### config.mk
export PLATFORM = sky130hd
export DESIGN_NAME = mem_arbiter
export DESIGN_NICKNAME = d
export VERILOG_FILES = /design/src/rtl/mem_arbiter_pkg.sv /design/src/rtl/arb_slot.sv /design/src/rtl/mem_arbiter.sv
export SDC_FILE = /design/constraint.sdc
export NUM_CORES = 1
export LEC_CHECK = 0
export BUFFER_PORTS_ARGS = -buffer_cell sky130_fd_sc_hd__buf_4
export CAP_MARGIN = 5
export CORE_MARGIN = 1
export CORE_UTILIZATION = 45
export CTS_BUF_LIST = sky130_fd_sc_hd__clkbuf_4 sky130_fd_sc_hd__clkbuf_8
export DETAILED_ROUTE_END_ITERATION = 6
export HOLD_SLACK_MARGIN = 0.05
export MAX_ROUTING_LAYER = met4
export PLACE_DENSITY = 0.72
export SYNTH_ARGS = -nofsm -noshare
export SYNTH_HDL_FRONTEND = slang
export SYNTH_SLANG_ARGS = --single-unit
### constraint.sdc
create_clock -name clock -period 2.31 [get_ports clock]
set_input_delay 0 -clock clock [delete_from_list [all_inputs] [get_ports clock]]
set_output_delay 0 -clock clock [all_outputs]
set_load 0.01 [all_outputs]
### src/rtl/mem_arbiter_pkg.sv
// Shared types for the two-port memory arbiter: request record, FSM states, grant ids.
package mem_arbiter_pkg;

  localparam int unsigned REQ_ADDR_W = 32;
  localparam int unsigned REQ_DATA_W = 32;
  localparam int unsigned REQ_STRB_W = REQ_DATA_W / 8;

  typedef struct packed {
    logic                  instr;
    logic [REQ_ADDR_W-1:0] addr;
    logic [REQ_DATA_W-1:0] wdata;
    logic [REQ_STRB_W-1:0] wstrb;
  } mem_req_t;

  typedef enum logic [1:0] {
    IDLE,
    BUSY_I,
    BUSY_D
  } arb_state_t;

  typedef enum logic {
    GRANT_IMEM = 1'b0,
    GRANT_DMEM = 1'b1
  } grant_t;

endpackage

### src/rtl/arb_slot.sv
// One-deep request buffer for one arbiter port. Offers either the held request or the
// live one (bypass) to the arbiter; pulses arriving while full or in flight are dropped.
module arb_slot
  import mem_arbiter_pkg::*;
(
  input  logic     clock,
  input  logic     reset,
  input  logic     req_valid,
  input  mem_req_t req_in,
  input  logic     in_flight,
  input  logic     take,
  output logic     eligible,
  output mem_req_t req_out
);

  logic     full_q;
  mem_req_t slot_q;
  logic     accept;

  assign accept   = req_valid & ~full_q & ~in_flight;
  assign eligible = full_q | accept;
  assign req_out  = full_q ? slot_q : req_in;

  // A take in the same cycle as an accept is a bypass grant, so nothing is stored.
  always_ff @(posedge clock or negedge reset) begin
    if (!reset) begin
      full_q <= 1'b0;
      slot_q <= '0;
    end else if (take) begin
      full_q <= 1'b0;
    end else if (accept) begin
      full_q <= 1'b1;
      slot_q <= req_in;
    end
  end

endmodule

### src/rtl/mem_arbiter.sv
// Two-requester front end for the single-outstanding bridge: buffers one request per port,
// round-robins on ties and routes each response back to the port that issued it.
module mem_arbiter
  import mem_arbiter_pkg::*;
#(
  parameter int unsigned ADDR_W = 32,
  parameter int unsigned DATA_W = 32
) (
  input  logic                clock,
  input  logic                reset,
  input  logic                imem_valid,
  input  logic [ADDR_W-1:0]   imem_addr,
  output logic [DATA_W-1:0]   imem_rdata,
  output logic                imem_ready,
  input  logic                dmem_valid,
  input  logic [ADDR_W-1:0]   dmem_addr,
  input  logic [DATA_W-1:0]   dmem_wdata,
  input  logic [DATA_W/8-1:0] dmem_wstrb,
  output logic [DATA_W-1:0]   dmem_rdata,
  output logic                dmem_ready,
  output logic                mem_valid,
  output logic                mem_instr,
  output logic [ADDR_W-1:0]   mem_addr,
  output logic [DATA_W-1:0]   mem_wdata,
  output logic [DATA_W/8-1:0] mem_wstrb,
  input  logic [DATA_W-1:0]   mem_rdata,
  input  logic                mem_ready
);

  arb_state_t state_q;
  grant_t     last_grant_q;

  mem_req_t imem_req, dmem_req;
  mem_req_t imem_sel, dmem_sel, grant_req;
  logic     imem_elig, dmem_elig;
  logic     grant_imem, grant_dmem;
  logic     decide;

  assign imem_req = '{instr: 1'b1, addr: imem_addr, wdata: '0, wstrb: '0};
  assign dmem_req = '{instr: 1'b0, addr: dmem_addr, wdata: dmem_wdata, wstrb: dmem_wstrb};

  arb_slot u_imem_slot (
    .clock     (clock),
    .reset     (reset),
    .req_valid (imem_valid),
    .req_in    (imem_req),
    .in_flight (state_q == BUSY_I),
    .take      (grant_imem),
    .eligible  (imem_elig),
    .req_out   (imem_sel)
  );

  arb_slot u_dmem_slot (
    .clock     (clock),
    .reset     (reset),
    .req_valid (dmem_valid),
    .req_in    (dmem_req),
    .in_flight (state_q == BUSY_D),
    .take      (grant_dmem),
    .eligible  (dmem_elig),
    .req_out   (dmem_sel)
  );

  // Decisions happen in IDLE or on the bridge's completion; the owning port is blocked
  // then, so a tie can only arise in IDLE.
  always_comb begin
    decide     = (state_q == IDLE) || mem_ready;
    grant_imem = 1'b0;
    grant_dmem = 1'b0;
    if (decide) begin
      if (imem_elig && dmem_elig) begin
        if (last_grant_q == GRANT_IMEM) begin
          grant_dmem = 1'b1;
        end else begin
          grant_imem = 1'b1;
        end
      end else begin
        grant_imem = imem_elig;
        grant_dmem = dmem_elig;
      end
    end
    grant_req = grant_imem ? imem_sel : dmem_sel;
  end

  always_ff @(posedge clock or negedge reset) begin
    if (!reset) begin
      state_q      <= IDLE;
      last_grant_q <= GRANT_IMEM;
      mem_valid    <= 1'b0;
      mem_instr    <= 1'b0;
      mem_addr     <= '0;
      mem_wdata    <= '0;
      mem_wstrb    <= '0;
      imem_ready   <= 1'b0;
      imem_rdata   <= '0;
      dmem_ready   <= 1'b0;
      dmem_rdata   <= '0;
    end else begin
      mem_valid  <= 1'b0;
      imem_ready <= 1'b0;
      imem_rdata <= '0;
      dmem_ready <= 1'b0;
      dmem_rdata <= '0;

      unique case (state_q)
        IDLE: begin
        end
        BUSY_I: begin
          if (mem_ready) begin
            imem_ready <= 1'b1;
            imem_rdata <= mem_rdata;
            state_q    <= IDLE;
          end
        end
        BUSY_D: begin
          if (mem_ready) begin
            dmem_ready <= 1'b1;
            dmem_rdata <= mem_rdata;
            state_q    <= IDLE;
          end
        end
        default: state_q <= IDLE;
      endcase

      // A new grant overrides the return to IDLE above.
      if (grant_imem || grant_dmem) begin
        state_q      <= grant_imem ? BUSY_I : BUSY_D;
        last_grant_q <= grant_imem ? GRANT_IMEM : GRANT_DMEM;
        mem_valid    <= 1'b1;
        mem_instr    <= grant_req.instr;
        mem_addr     <= grant_req.addr;
        mem_wdata    <= grant_req.wdata;
        mem_wstrb    <= grant_req.wstrb;
      end
    end
  end

endmodule

==> run_results.csv <==
group,metric,value,unit
status,status,"complete, no violations",
yosys,ys_warn_count,0,
sta,rsz0062_at_grt,"false",
route,via_per_inst,5.20,
route,drc,0,
grt,grt_max_degree,72,
route,antenna_left,0,
layout,nets,1307,
yosys,synthesis.area,10000,sq um
sta,drv_slew,0,
grt,grt.overflow.total,0,
route,vias,7670,
sta,fin_worst_skew,20.7,ps
pwr,finalPower,17.6,mW
sta,max_freq,0.460,GHz
worst_setup_path,required,2730,ps
place,finalWeightedCongestion,0.800,
route,drt_first_iter_violations,298,
die,io_pins,273,
sta,setup_viol,0,
worst_setup_path,critPathKind,"flip-flop to flip-flop",
layout,syn_to_final_growth,46.1,%
min_path,min_path_type,"input pin to flip-flop",
sta,fin_crit_sh,94.1,%
yosys,synth_cells,751,
clock_network,cts_sinks,242,
sta,hold_viol_final,0,
grt,grt_pass1_wl,42.4,mm
pwr,netSwitchingPower,5.85,mW
yosys,synth_edf_count,0,
sta,slew_headroom,62.5,%
clock_network,cts_root_buf,"clkbuf_8",
die,die_y,151,microns
worst_setup_path,worstPathMaxFanout,33,
yosys,ys_seq_elements,242,
yosys,synthFlopType,"dfrtp_1",
clock_network,postCtsSetupBuffers,0,
clock_network,cts_buffers,43,
grt,antenna_found_initial,0,
yosys,ys_seq_area_share,60.4,%
die,rows,54,
layout,fillers,1590,
yosys,syn_avg_cell_area,13.3,sq um
sta,setup_tns,0,ps
pwr,p_per_area,1200,nW/um^2
die,coreArea,21800,sq um
sta,hold-worst-slack,246,ps
grt,track_usage,24.7,%
worst_setup_path,arrival,2590,ps
sta,min_period,2170,ps
clock_network,ctsHtreeMaxLevel,2,
pwr,ir_drop,0.000664,V
sta,worst_slew_pin_slew,562,ps
layout,drive_above_1_share,42.6,%
die,die-area,22900,sq um
yosys,async_flop_share,100,%
clock_network,cts.path.max_buffers,3,
route,wl_per_cell,18.2,microns
route,firstDrtPassIters,4,
yosys,synthesis.nets,891,
min_path,hp-start,"dmem_addr[30]",
die,die-width,151,microns
route,drt_wl_total,26.9,mm
pwr,p_int,11.7,mW
place,dp_hpwl,15.9,mm
pwr,swShare,33.3,%
grt,grt_pass1_vias,8349,
worst_setup_path,timing.rr.start,"state_q[0]$_DFFE_PN0P_",
clock_network,clk_pin_slew,60,ps
place,port_buffers,272,
yosys,synth_cell_types,31,
pwr,p_clk_share,22.7,%
layout,fin_util,67.1,%
worst_setup_path,startpoint_type,"flip-flop",
worst_setup_path,end_kind,"flip-flop",
pwr,comb_power_share,38.9,%
worst_setup_path,startpoint,"state_q[0]$_DFFE_PN0P_",
layout,antenna_cells,0,
pwr,p_leak,7.19,nW
clock_network,clk_latency,540,ps
die,initial_core_util,45.9,%
flow_run,cap_violations,0,
pwr,seq_power_share,38.5,%
clock_network,cts_tree,"done",
## worst paths after layout
kind	slack [ps]	depth (start not counted)	endpoint
worst max-delay path	140	7	u_imem_slot.slot_q[42]$_DFFE_PN0P_
worst min-delay path	250	3	u_dmem_slot.slot_q[66]$_DFFE_PN0P_
worst max register to register	140	7	u_imem_slot.slot_q[42]$_DFFE_PN0P_
worst min register to register	460	1	u_imem_slot.slot_q[68]$_DFFE_PN0P_
max in group asynchronous	900	4	last_grant_q$_DFFE_PN0P_
min in group asynchronous	530	3	mem_wdata[30]$_DFFE_PN0P_
## cells by family after synthesis
| kind of cell | after synthesis | synth area share [%] |
|---|---|---|
| and+or+nand+nor | 149 | 7.78 |
| DFF | 242 | 60.4 |
| AOI/OAI and AO/OA | 94 | 6.15 |
| buffers and inverters | 63 | 2.92 |
| adders and majority gates | 3 | 0.374 |
| muxes | 200 | 22.4 |
## stage by stage
step	instance area (sq um)	std cells	setup slack [ps]
final	14600	1476	137
after global placement	12400	1265	233
after detailed placement	12400	1265	154
after global routing	14600	1476	5.75
after CTS	14600	1476	143
after floorplan	10000	751	178
## cell usage after synthesis (6+ instances only)
master	instances	area share, %
clkbuf_1	40	1.5
and3_1	64	4.0
o211ai_1	15	1.1
o21ai_0	52	2.6
buf_2	9	0.45
nand3_1	15	0.75
nand2_1	55	2.1
dfrtp_1	242	60
mux2_2	112	13
a32oi_1	18	1.6
mux2_4	20	3.0
buf_6	6	0.67
mux2i_1	68	6.8
## layer usage
layer  share of wire (%)  track usage, %  vias to the layer above
met5                   0               -                        -
met4                 3.3            10.6                        0
met3                 5.2            5.09                       71
met2                  51            41.4                      268
met1                  41            28.7                     3829
li1                    -               -                     3502
## power by group through the flow
stage | Combinational (mW) | Clock, mW | Sequential [mW]
after floorplan | 3.98 | 0 | 6.86
after global placement | 6.49 | 0 | 6.71
after detailed placement | 6.62 | 0 | 6.78
after CTS | 6.83 | 4.06 | 6.73
after global routing | 7.44 | 4.26 | 6.94
final | 6.83 | 3.98 | 6.75
## flip-flops by register name, indices dropped and copies added (netlist names)
register / cells
u_dmem_slot.slot_q: 68
u_imem_slot.slot_q: 33
dmem_rdata: 32
imem_rdata: 32
mem_addr: 32
mem_wdata: 32
mem_wstrb: 4
state_q: 2
dmem_ready: 1
imem_ready: 1
last_grant_q: 1
mem_instr: 1
mem_valid: 1
u_dmem_slot.full_q: 1
u_imem_slot.full_q: 1
## worst max-delay path: stages, from the launching register on
cell and delay [ps]:
dfrtp_1 350, inv_1 80, ha_1 230, nor2b_2 240, o21bai_1 140, a2111o_2 520
buf_12 200, mux2_2 290
## area by class of cell
cell class | instances | area, sq um | area share [%]
clock buffer | 68 | 830 | 5.66
clock inverter | 6 | 37.5 | 0.256
inverter | 4 | 15.0 | 0.103
multi-input combinational | 446 | 3690 | 25.2
sequential | 242 | 6060 | 41.4
tap | 280 | 350 | 2.39
timing repair buffer | 430 | 3660 | 25.0
## cell usage in the layout (no fill, tap or decap), drive strengths merged, types with 15 or more instances in the layout
cell type and count:
a32oi 18, and3 64, buf 293, clkbuf 68
dfrtp 242, dlygate4sd3 137, mux2 132, mux2i 68
nand2 55, nand3 15, o211ai 15, o21ai 56
## repair_timing
item                                   in CTS  in global routing
setup endpoints to repair                   0                  3
hold buffers                              137                  0
endpoints found under the hold margin     478                  0
gates resized for setup                     0                  2
Note: power is estimated with default switching activity, not from simulation.
